## src/rtl/pc_fetch_ctrl.sv

```systemverilog
// pc_fetch_ctrl: fetch-address generator with prioritised redirects, fetch handshake, stall and a circular return-address stack
module pc_fetch_ctrl #(
  parameter int XLEN = 32,
  parameter logic [XLEN-1:0] RESET_VECTOR = '0,
  parameter int STEP = 4,
  parameter int RAS_DEPTH = 4
) (
  input  logic            clk,
  input  logic            reset,
  input  logic            stall,
  input  logic            fetch_ready,
  input  logic            trap_en,
  input  logic [XLEN-1:0] trap_target,
  input  logic            redirect_en,
  input  logic [XLEN-1:0] redirect_target,
  input  logic            ras_push_en,
  input  logic [XLEN-1:0] ras_push_addr,
  input  logic            ras_pop_en,
  output logic [XLEN-1:0] pc,
  output logic            pc_valid,
  output logic            flush,
  output logic            align_err,
  output logic            ras_underflow
);
  localparam int PW = $clog2(RAS_DEPTH);
  localparam int CW = PW + 1;
  localparam logic [CW-1:0] FULL = CW'(RAS_DEPTH);
  logic [XLEN-1:0] pc_q, pc_d;
  logic pc_valid_q, pc_valid_d, flush_q, flush_d, align_err_q, align_err_d, ras_underflow_q, ras_underflow_d;
  logic [XLEN-1:0] ras_q [RAS_DEPTH];
  logic [XLEN-1:0] ras_d [RAS_DEPTH];
  logic [PW-1:0] ptr_q, ptr_d;
  logic [CW-1:0] cnt_q, cnt_d;
  logic take_trap, take_br, ras_ok, pop_hit, push, acc, jump;
  logic [XLEN-1:0] target;
  always_comb begin
    take_trap = pc_valid_q & trap_en;
    take_br = pc_valid_q & ~trap_en & redirect_en;
    ras_ok = pc_valid_q & ~trap_en & ~redirect_en;
    pop_hit = ras_ok & ras_pop_en & (cnt_q != '0);
    push = ras_ok & ras_push_en;
    acc = pc_valid_q & fetch_ready & ~stall;
    jump = take_trap | take_br | pop_hit;
    target = take_trap ? trap_target : take_br ? redirect_target : ras_q[ptr_q];
    pc_d = jump ? {target[XLEN-1:2], 2'b00} : acc ? pc_q + XLEN'(STEP) : pc_q;
    pc_valid_d = 1'b1;
    flush_d = jump;
    align_err_d = jump & |target[1:0];
    ras_underflow_d = ras_ok & ras_pop_en & (cnt_q == '0);
    ras_d = ras_q;
    ptr_d = ptr_q;
    cnt_d = cnt_q;
    // a push alongside a successful pop replaces the slot just read
    if (take_trap) cnt_d = '0;
    else if (push && pop_hit) ras_d[ptr_q] = ras_push_addr;
    else if (push) begin
      ptr_d = ptr_q + PW'(1);
      ras_d[ptr_d] = ras_push_addr;
      cnt_d = (cnt_q == FULL) ? cnt_q : cnt_q + CW'(1);
    end else if (pop_hit) begin
      ptr_d = ptr_q - PW'(1);
      cnt_d = cnt_q - CW'(1);
    end
  end
  always_ff @(posedge clk or posedge reset) begin
    if (reset) begin
      pc_q <= RESET_VECTOR;
      pc_valid_q <= 1'b0;
      flush_q <= 1'b0;
      align_err_q <= 1'b0;
      ras_underflow_q <= 1'b0;
      ras_q <= '{default: '0};
      ptr_q <= '0;
      cnt_q <= '0;
    end else begin
      pc_q <= pc_d;
      pc_valid_q <= pc_valid_d;
      flush_q <= flush_d;
      align_err_q <= align_err_d;
      ras_underflow_q <= ras_underflow_d;
      ras_q <= ras_d;
      ptr_q <= ptr_d;
      cnt_q <= cnt_d;
    end
  end
  assign pc = pc_q;
  assign pc_valid = pc_valid_q;
  assign flush = flush_q;
  assign align_err = align_err_q;
  assign ras_underflow = ras_underflow_q;
endmodule
```

## config.mk

```make
export PLATFORM = sky130hd
export DESIGN_NAME = pc_fetch_ctrl
export DESIGN_NICKNAME = d
export VERILOG_FILES = /design/src/rtl/pc_fetch_ctrl.sv
export SDC_FILE = /design/constraint.sdc
export NUM_CORES = 1
export LEC_CHECK = 0
export ABC_AREA = 1
export BUFFER_PORTS_ARGS = -buffer_cell sky130_fd_sc_hd__buf_2
export CORE_MARGIN = 1
export CORE_UTILIZATION = 30
export DETAILED_ROUTE_END_ITERATION = 12
export GPL_ROUTABILITY_DRIVEN = 0
export GPL_TIMING_DRIVEN = 0
export PLACE_DENSITY = 0.51
export SKIP_LAST_GASP = 1
export SYNTH_ARGS = -nofsm -noshare
export SYNTH_HDL_FRONTEND = slang
export SYNTH_SLANG_ARGS = --single-unit
```

## constraint.sdc

```tcl
create_clock -name clk -period 5.9 [get_ports clk]
set_input_delay 0.59 -clock clk [delete_from_list [all_inputs] [get_ports clk]]
set_output_delay 0.59 -clock clk [all_outputs]
set_load 0.05 [all_outputs]
```

==> metrics.sh, run 1 <==
RUN_STATUS='completed'
CP-START-KIND='flop'
CRITICAL_PATH.SLOWEST_CELL='sky130_fd_sc_hd__clkbuf_1'
SYNTH_TOP_AREA_SHARE=0.436
TIGHTESTPINTRANSITION_NS=0.733
MAX_FREQ_MHz=322
KIND_OF_CRITICAL_PATH='flop to flop'
DIEHEIGHT_UM=181
CTS-ROOT-BUF='sky130_fd_sc_hd__clkbuf_16'
GRTUSAGETOTAL=0.214
YOSYSSEQAREASHARE=0.436
SETUP_REPAIR_AFTER_GLOBAL_ROUTING_MISSED_ITS_MARGIN='no'
POST_ROUTE_DESIGN_AREA_UM2=11400
FINALHOLDVIOLCOUNT=0
DRT_DRC_VIOLATIONS_LEFT=0
TIMING.CRITICAL_PATH.REQUIRED_NS=6.25
TOP_USAGE_LAYER='met2'
TYPE_OF_THE_TIGHTEST_MIN_DELAY_CHECK='input port to async pin'
FLOORPLAN.CORE_AREA_UM2=31500
IO_BUFFERS=136
CRITICAL_PATH.ENDPOINT='ras_q[95]'
REPORT.FINAL.SETUP_VIOL=0
DESIGN.DIE.AREA_UM2=32700
WORST_SETUP_PATH_END_KIND='flop'
CLOCK_TREE.HTREE_LEVEL_COUNT=4
AVGROUTEDWIREPERCELL_UM=17.6
FINAL.MIN_CLOCK_PERIOD_NS=3.11
YOSYS_CELL_TYPES=35
GRT_USE_MET3=0.0355
CTS_TREE='yes'
SYN_AREA_UM2=9590
DETAIL-ROUTE-ANTENNA-NETS=0
GRT.MET1_USAGE=0.280
CTS.REPAIR_TIMING.SETUP_BUFFER_COUNT=0
CLK-INSERTION-DELAY-LATE_NS=0.43
CLKSLEWWORSTSETUPHOLDPATHS_NS=0.07
GRT_MAX_DEGREE=99
DETAILEDPLACEMENTHPWL_MM=25.4
SETUP.REG_TO_REG.WORST_SLACK_NS=2.79
GRT-OVFL-TOTAL=0
SYNTH_TOP_CELLS_BY_AREA='sky130_fd_sc_hd__dfrtp_1 44%, sky130_fd_sc_hd__nand2_1 15%, sky130_fd_sc_hd__nand3_1 9.0%'
PWR_DENSITY_CELL_nW_PER_UM2=492
SYN_TO_FINAL_GROWTH_PCT=18.9
CTS_MADE_BUFFERS=17
DETAIL_ROUTE.VIAS_PER_CELL=4.86
SYNTH_SEQ_CELLS=167
ROUTED_WL_MM=34.1
POST-SYNTH-TOP-AREA-CELL='sky130_fd_sc_hd__dfrtp_1'
CLOCK-SKEW-FINAL_NS=0.0134
POST_SYNTH_INST_COUNT=1371
TIMING.MAX_SLEW.REL_SLACK=0.511
INITIAL_UTILIZATION=0.305
CRITPATHLAUNCH='ptr_q[0]'
ANTENNA_CELLS_INSERTED=0
DRV_SLEW=0
REG2REG_DEPTH=9
FINAL.PERIOD_UTILIZATION=0.526
GRT_PASS1_VIAS=9391
CTS_HOLD_REPAIR.BUFFERS=0
P_LEAK_nW=5.72
DRT_FIRST_PASS_ITERS=7
CTS.PATH.MAX_BUFFERS=2
RR_ENDPOINT='ras_q[95]'
WORST_VDD_DROP_V=0.000283
WORST-ENDPOINT-ARRIVAL_NS=3.45
TOTAL_POWER_CONSUMPTION_OF_THE_ROUTED_DESIGN_mW=5.61
MAXCAPVIOLCOUNT=0
CTS.SINKS=167
NUM_VIAS=9430
GRTUSAGEMET2=0.358
DPL_CELL_AREA_UM2=10800
SETUP_SLACK_NS=2.79
AVGSYNTHCELLAREA_UM2=7.00
POST_CTS_RESIZED=0
CRITPATHMOSTFREQUENTCELL='sky130_fd_sc_hd__clkbuf_1'
IOPINCOUNT=140
WORST_R2R_STARTPOINT='ptr_q[0]'
CRIT_FANOUT=12
YOSYS_WARNINGS=0
CELLS_ALONG_THE_CRITICAL_PATH='clkbuf_1 -> inv_2 -> clkbuf_1 -> ha_1 -> inv_1 -> o21ai_1 -> clkbuf_1 -> nand3_1 -> o21ai_1'
POSTLAYOUTCOREUTIL=0.362
DRIVE_GT1_FRAC=0.145
PLACEMENTROWS=65
POST-PLACE-WS_NS=2.52
GRT_ANTENNA_BEFORE_REPAIR=0
DETAILEDROUTE.FIRSTITERATIONVIOLATIONS=926
DIE_W_UM=181
GRT_PASS1_WL_MM=53.7
WORST_STAGE_DELAY_ON_THE_CRITICAL_PATH_NS=0.58
LAYOUT.NETS=1642
-- kinds of logic after synthesis --
family / Yosys count / share of synthesized area
compound gates: 220 / 0.124
flops: 167 / 0.436
fa+ha+maj: 10 / 0.0138
xor+xnor: 11 / 0.0100
mux: 1 / 0.00117
buf+inv: 238 / 0.0999
simple gates: 722 / 0.315
other cells: 2 / 0.000783
-- metrics by stage --
step	instances	setup TNS (ns)	hold slack, ns
after detailed placement	1911	0	0.468
after global routing	1942	0	0.252
final	1942	0	0.202
after floorplan	1372	0	0.448
after global placement	1910	-272.73	0.460
after CTS	1942	0	0.241
-- worst max-delay path, delay by kind of cell (launching register included) --
family,cells,cell delay (ns)
simple gates,1,0.14
buf+inv,5,1.58
flops,1,0.44
fa+ha+maj,1,0.28
compound gates,2,0.59
-- cell type report --
class / count / area, um^2
inverter: 162 / 616
sequential: 167 / 4180
tap: 402 / 503
multi-input combinational: 967 / 4460
fill: 3419 / 20100
timing repair buffer: 137 / 708
clock inverter: 11 / 148
buffer: 76 / 350
clock buffer: 20 / 447
-- synthesized netlist by cell type --
cell type / instances
sky130_fd_sc_hd__nand2_4: 1
sky130_fd_sc_hd__nor2_1: 133
sky130_fd_sc_hd__xnor2_1: 5
sky130_fd_sc_hd__o211ai_1: 13
sky130_fd_sc_hd__nand4_1: 11
sky130_fd_sc_hd__dfrtp_1: 167
sky130_fd_sc_hd__a22oi_1: 1
sky130_fd_sc_hd__nand2_1: 384
sky130_fd_sc_hd__mux2_2: 1
sky130_fd_sc_hd__buf_1: 8
sky130_fd_sc_hd__nand3_1: 173
sky130_fd_sc_hd__nor2_2: 1
sky130_fd_sc_hd__buf_4: 12
sky130_fd_sc_hd__a211oi_4: 2
sky130_fd_sc_hd__clkbuf_1: 40
sky130_fd_sc_hd__o21ai_0: 148
sky130_fd_sc_hd__nor2_4: 1
sky130_fd_sc_hd__or2_2: 10
sky130_fd_sc_hd__o211ai_2: 1
sky130_fd_sc_hd__clkbuf_2: 4
sky130_fd_sc_hd__nand3_2: 2
sky130_fd_sc_hd__fa_1: 1
sky130_fd_sc_hd__a31oi_1: 1
sky130_fd_sc_hd__nor3_1: 3
sky130_fd_sc_hd__o21bai_1: 4
sky130_fd_sc_hd__conb_1: 2
sky130_fd_sc_hd__nand2_2: 2
sky130_fd_sc_hd__inv_2: 7
sky130_fd_sc_hd__buf_2: 12
sky130_fd_sc_hd__nand3b_1: 1
sky130_fd_sc_hd__inv_1: 155
sky130_fd_sc_hd__ha_1: 9
sky130_fd_sc_hd__xor2_1: 6
sky130_fd_sc_hd__o21ai_1: 13
sky130_fd_sc_hd__a21oi_1: 37
-- metal layers --
metal  vias to the layer above  routed length [um]
met5                         -                   0
met4                         0                 877
met3                        44                1880
met2                       312               16100
met1                      4409               15300
li1                       4665                   -
-- worst min-delay path by stage --
stage | cells after the start | start | endpoint
after global routing | 2 | reset | pc[7]
after floorplan | 2 | ras_q[23] | ras_q[23]
after detailed placement | 2 | ras_q[98] | ras_q[98]
after global placement | 2 | ras_q[5] | ras_q[5]
after CTS | 2 | reset | pc[3]
final | 2 | reset | pc[3]
-- registers in the layout, indices dropped and copies added (netlist names) --
register and cells:
pc 30, ptr_q 2, flush 1, align_err 1, pc_valid 1, cnt_q 3, ras_underflow 1, ras_q 128
-- where the power goes --
| group | leakage, nW | switching (mW) | internal [mW] |
|---|---|---|---|
| Clock | 0.291 | 0.489 | 0.678 |
| Combinational | 3.32 | 1.71 | 0.723 |
| Sequential | 2.11 | 0.351 | 1.67 |
-- placed cells by master, fill, tap and decap left out, types with 2 or more instances in the layout --
cell and n:
sky130_fd_sc_hd__ha_1 9, sky130_fd_sc_hd__clkbuf_1 42, sky130_fd_sc_hd__inv_2 7, sky130_fd_sc_hd__dfrtp_1 167
sky130_fd_sc_hd__inv_6 2, sky130_fd_sc_hd__nand2_2 2, sky130_fd_sc_hd__nand2_1 384, sky130_fd_sc_hd__o211ai_1 13
sky130_fd_sc_hd__clkbuf_2 4, sky130_fd_sc_hd__nor2_1 133, sky130_fd_sc_hd__nand3_1 173, sky130_fd_sc_hd__clkinv_2 3
sky130_fd_sc_hd__a211oi_4 2, sky130_fd_sc_hd__conb_1 3, sky130_fd_sc_hd__o21ai_1 13, sky130_fd_sc_hd__nor3_1 3
sky130_fd_sc_hd__xor2_1 6, sky130_fd_sc_hd__buf_4 12, sky130_fd_sc_hd__nand3_2 2, sky130_fd_sc_hd__xnor2_1 5
sky130_fd_sc_hd__bufinv_16 3, sky130_fd_sc_hd__buf_1 8, sky130_fd_sc_hd__buf_2 148, sky130_fd_sc_hd__or2_2 10
sky130_fd_sc_hd__o21bai_1 4, sky130_fd_sc_hd__clkinv_4 2, sky130_fd_sc_hd__o21ai_0 148, sky130_fd_sc_hd__a21oi_1 37
sky130_fd_sc_hd__clkbuf_16 17, sky130_fd_sc_hd__nand4_1 11, sky130_fd_sc_hd__inv_1 154
(Power assumes the default switching activity.)
==> inputs of run 2 (changes only) <==
--- a/config.mk
+++ b/config.mk
@@ -5,14 +5,14 @@
 export SDC_FILE = /design/constraint.sdc
 export NUM_CORES = 1
 export LEC_CHECK = 0
-export ABC_AREA = 1
+export ABC_AREA = 0
 export BUFFER_PORTS_ARGS = -buffer_cell sky130_fd_sc_hd__buf_2
 export CORE_MARGIN = 1
 export CORE_UTILIZATION = 30
 export DETAILED_ROUTE_END_ITERATION = 12
 export GPL_ROUTABILITY_DRIVEN = 0
 export GPL_TIMING_DRIVEN = 0
-export PLACE_DENSITY = 0.51
+export PLACE_DENSITY = 0.53
 export SKIP_LAST_GASP = 1
 export SYNTH_ARGS = -nofsm -noshare
 export SYNTH_HDL_FRONTEND = slang
==> constraint.sdc (replaced) <==
create_clock -name clk -period 2.7 [get_ports clk]
set_input_delay 0.27 -clock clk [delete_from_list [all_inputs] [get_ports clk]]
set_output_delay 0.27 -clock clk [all_outputs]
set_load 0.05 [all_outputs]
==> run 2 against run 1 <==
Against the previous run:
- sequential share of layout area rose by 3.1 points
- fmax up 21%
- combinational power is 61% higher
- clock skew fell by 0.0029 ns
- clock power increased by 110%
- routed wire length decreased by 22%
- cell area down 7.8%
- total power grew 86%
- die area shrank 10%
- global-route usage shrank 2.6 points
- critical endpoint is now ras_q[6]
- largest power group is now sequential cells
- highest routed layer is now met5
==> metrics.sh, run 2 <==
RUN_STATUS='completed'  # unchanged
YOSYS_CELL_TYPES=51  # was 35
HOLD-WORST-SLACK_NS=0.104  # was 0.202 ns
ROUTED_WL_MM=26.5  # was 34.1 mm
DRIVE_GT1_FRAC=0.314  # was 0.145
CP-START-KIND='flop'  # unchanged
YOSYS_WARNINGS=0  # unchanged
AVGROUTEDWIREPERCELL_UM=19.2  # was 17.6 um
DIEHEIGHT_UM=171  # was 181 um
DRT_DRC_VIOLATIONS_LEFT=0  # unchanged
YOSYSSEQAREASHARE=0.485  # was 0.436
WORST_SETUP_PATH_END_KIND='flop'  # unchanged
ANTENNA_CELLS_INSERTED=0  # unchanged
FINALHOLDVIOLCOUNT=0  # unchanged
TIMING.MAX_SLEW.REL_SLACK=0.540  # was 0.511
SETUP_REPAIR_AFTER_GLOBAL_ROUTING_MISSED_ITS_MARGIN='no'  # unchanged
CTS.SINKS=167  # unchanged
SYNTH.CELLS.MOST_FREQUENT='190 x sky130_fd_sc_hd__nand2_1, 167 x sky130_fd_sc_hd__dfrtp_1, 99 x sky130_fd_sc_hd__nand3_1'  # was 384 x sky130_fd_sc_hd__nand2_1, 173 x sky130_fd_sc_hd__nand3_1, 167 x sky130_fd_sc_hd__dfrtp_1
GRT_ANTENNA_BEFORE_REPAIR=4  # was 0
FINAL.MIN_CLOCK_PERIOD_NS=2.56  # was 3.11 ns
DRV_SLEW=0  # unchanged
MAX_FFS_PER_REGISTER=128  # unchanged
SYNTH_TOP_CELLS_BY_AREA='sky130_fd_sc_hd__dfrtp_1 49%, sky130_fd_sc_hd__nand2_1 8.3%, sky130_fd_sc_hd__mux2_2 8.2%'  # was sky130_fd_sc_hd__dfrtp_1 44%, sky130_fd_sc_hd__nand2_1 15%, sky130_fd_sc_hd__nand3_1 9.0%
CLOCK_TREE.HTREE_LEVEL_COUNT=4  # unchanged
POST_ROUTE_DESIGN_AREA_UM2=10500  # was 11400 um^2
FINAL.SETUP.TNS_NS=0  # unchanged
TIMING.CRITICAL_PATH.REQUIRED_NS=3.01  # was 6.25 ns
CTS-ROOT-BUF='sky130_fd_sc_hd__clkbuf_16'  # unchanged
GRT_PASS1_WL_MM=41.1  # was 53.7 mm
LAYOUT.CELLS.MOST_COMMON_LIST='190 x sky130_fd_sc_hd__nand2_1, 166 x sky130_fd_sc_hd__dfrtp_1, 157 x sky130_fd_sc_hd__buf_2'  # was 384 x sky130_fd_sc_hd__nand2_1, 173 x sky130_fd_sc_hd__nand3_1, 167 x sky130_fd_sc_hd__dfrtp_1
TIGHTESTPINTRANSITION_NS=0.686  # was 0.733 ns
SYNTH_EDF_COUNT=0  # unchanged
DESIGN.DIE.AREA_UM2=29400  # was 32700 um^2
LAYOUT.NETS=1104  # was 1642
AVGSYNTHCELLAREA_UM2=10.4  # was 7.00 um^2
MOST_COMMON_LIBRARY_CELL_IN_THE_LAYOUT_IGNORING_FILL_AND_TAPS='sky130_fd_sc_hd__nand2_1'  # unchanged
CLK-INSERTION-DELAY-LATE_NS=0.43  # about the same
SYN_TO_FINAL_GROWTH_PCT=22.0  # was 18.9%
CTS_TREE='yes'  # unchanged
DETAIL_ROUTE.VIAS_PER_CELL=5.08  # was 4.86
REGMOSTFLOPS='ras_q'  # unchanged
SYNTH_TOP_AREA_SHARE=0.485  # was 0.436
ASR_FLOP_RATIO_SYNTH=1.00  # unchanged
WORST-ENDPOINT-ARRIVAL_NS=2.87  # was 3.45 ns
GRT-OVFL-TOTAL=0  # unchanged
MAX_FREQ_MHz=390  # was 322 MHz
SYNTHFLOPTYPE='sky130_fd_sc_hd__dfrtp_1'  # unchanged
CTS_MADE_BUFFERS=17  # unchanged
YOSYSMOSTFREQUENTCELL='sky130_fd_sc_hd__nand2_1'  # unchanged
POSTLAYOUTCOREUTIL=0.375  # was 0.362
CRIT_FANOUT=10  # was 12
DETAIL-ROUTE-ANTENNA-NETS=0  # unchanged
DETAILEDPLACEMENTHPWL_MM=19.9  # was 25.4 mm
INITIAL_UTILIZATION=0.308  # was 0.305
DRT_FIRST_PASS_ITERS=5  # was 7
REPORT.FINAL.SETUP_VIOL=0  # unchanged
WORST_VDD_DROP_V=0.000484  # was 0.000283 V
IO_BUFFERS=137  # was 136
PLACEMENTROWS=61  # was 65
TYPE_OF_THE_TIGHTEST_MIN_DELAY_CHECK='input port to flop'  # was input port to async pin
POST_SYNTH_INST_COUNT=831  # was 1371
IOPINCOUNT=140  # unchanged
SYNTH_SEQ_CELLS=167  # unchanged
DPL_CELL_AREA_UM2=9880  # was 10800 um^2
CTS.PATH.MAX_BUFFERS=2  # unchanged
CTS.REPAIR_TIMING.SETUP_BUFFER_COUNT=0  # unchanged
FLOORPLAN.CORE_AREA_UM2=28000  # was 31500 um^2
NUM_VIAS=7013  # was 9430
FILLERS=2856  # was 3419
P_LEAK_nW=5.03  # was 5.72 nW
GRTUSAGETOTAL=0.188  # was 0.214
SYN_AREA_UM2=8620  # was 9590 um^2
FINAL.PERIOD_UTILIZATION=0.950  # was 0.526
DIE_W_UM=171  # was 181 um
PWR_DENSITY_CELL_nW_PER_UM2=995  # was 492 nW/um^2
MAXCAPVIOLCOUNT=0  # unchanged
DETAILEDROUTE.FIRSTITERATIONVIOLATIONS=569  # was 926
GRT_MAX_DEGREE=40  # was 99
POST-SYNTH-TOP-AREA-CELL='sky130_fd_sc_hd__dfrtp_1'  # unchanged
GRT_PASS1_VIAS=6939  # was 9391
CLKSLEWWORSTSETUPHOLDPATHS_NS=0.07  # about the same
KIND_OF_CRITICAL_PATH='flop to flop'  # unchanged
CLOCK-SKEW-FINAL_NS=0.0105  # was 0.0134 ns
## run 2: cell count changes after synthesis, moves of 10 or more
cell / previous run / this run
sky130_fd_sc_hd__nand2_1: 384 / 190
sky130_fd_sc_hd__inv_1: 155 / 10
sky130_fd_sc_hd__o21ai_0: 148 / 10
sky130_fd_sc_hd__nor2_1: 133 / 19
sky130_fd_sc_hd__nand3_1: 173 / 99
sky130_fd_sc_hd__mux2_2: 1 / 63
sky130_fd_sc_hd__mux4_2: 0 / 30
sky130_fd_sc_hd__a21oi_1: 37 / 8
sky130_fd_sc_hd__clkbuf_1: 40 / 25
sky130_fd_sc_hd__buf_2: 12 / 26
sky130_fd_sc_hd__o211ai_1: 13 / 23
## run 2: critical path, cell delays in order, from the launching register on
cell and delay (ns):
sky130_fd_sc_hd__dfrtp_2 0.45, sky130_fd_sc_hd__nand4bb_1 0.28, sky130_fd_sc_hd__nor2_4 0.31, sky130_fd_sc_hd__ha_2 0.35, sky130_fd_sc_hd__mux2i_1 0.11, sky130_fd_sc_hd__nor2_2 0.27
sky130_fd_sc_hd__buf_4 0.29, sky130_fd_sc_hd__mux2_2 0.35
## run 2: logic make-up (layout without fill, tap and decap cells)
| group | after synthesis | in the layout | share of synthesized area |
|---|---|---|---|
| adder cells (fa/ha/maj) | 10 | 10 | 0.0154 |
| buffers and inverters | 74 | 245 | 0.0391 |
| other | 2 | 3 | 0.000872 |
| multiplexers | 101 | 101 | 0.171 |
| AO/OA/AOI/OAI | 92 | 92 | 0.0719 |
| XOR/XNOR | 25 | 25 | 0.0254 |
| AND/OR/NAND/NOR | 360 | 360 | 0.192 |
| flip-flops | 167 | 167 | 0.485 |
## run 2: timing repair
action / in CTS / in global routing
pin swaps: 0 / 1
hold endpoints to repair: 16 / 0
endpoints found under the setup margin: 124 / 95
hold buffers: 1 / 0
resized for setup: 18 / 2
## run 2: path summary, 6_finish.rpt
path	start	end	slack [ns]	depth (start not counted)
max in group asynchronous	reset	ras_q[79]	1.38	6
setup reg to reg	pc_valid	ras_q[6]	0.14	7
hold reg to reg	ras_q[91]	ras_q[91]	0.46	2
min in group asynchronous	reset	ras_q[22]	0.40	3
setup / recovery	pc_valid	ras_q[6]	0.14	7
hold / removal	ras_push_addr[2]	ras_q[66]	0.10	3
## run 2: through the flow
stage	total power [mW]	cells	setup WS, ns
6_report	10.5	1381	0.135
2_1_floorplan	6.81	832	0.0811
5_1_grt	11.1	1381	0.00288
4_1_cts	10.5	1381	0.0666
3_5_place_dp	8.07	1352	-0.587
3_3_place_gp	7.97	1347	-1.20
## run 2: report_power, final
group / internal [mW] / switching (mW) / total (mW)
clock network: 1.42 / 1.03 / 2.45
registers: 3.44 / 0.652 / 4.09
logic: 1.61 / 2.31 / 3.92
total: 6.46 / 4.00 / 10.5
## run 2: per-layer routing
metal | wire, um | global-route usage | up-vias
met3 | 1680 | 0.0451 | 40
met2 | 12200 | 0.295 | 234
met1 | 12100 | 0.256 | 3459
met4 | 476 | 0.0520 | 8
li1 | - | - | 3272
met5 | 54 | 0 | -
## run 2: area by class of cell
type / instances / area (um^2) / area share
buffer: 59 / 305 / 0.0290
clock buffer: 22 / 464 / 0.0442
clock inverter: 10 / 121 / 0.0115
inverter: 11 / 45.0 / 0.00428
multi-input combinational: 591 / 4130 / 0.393
sequential: 167 / 4180 / 0.398
tap: 378 / 473 / 0.0450
timing repair buffer: 143 / 796 / 0.0757
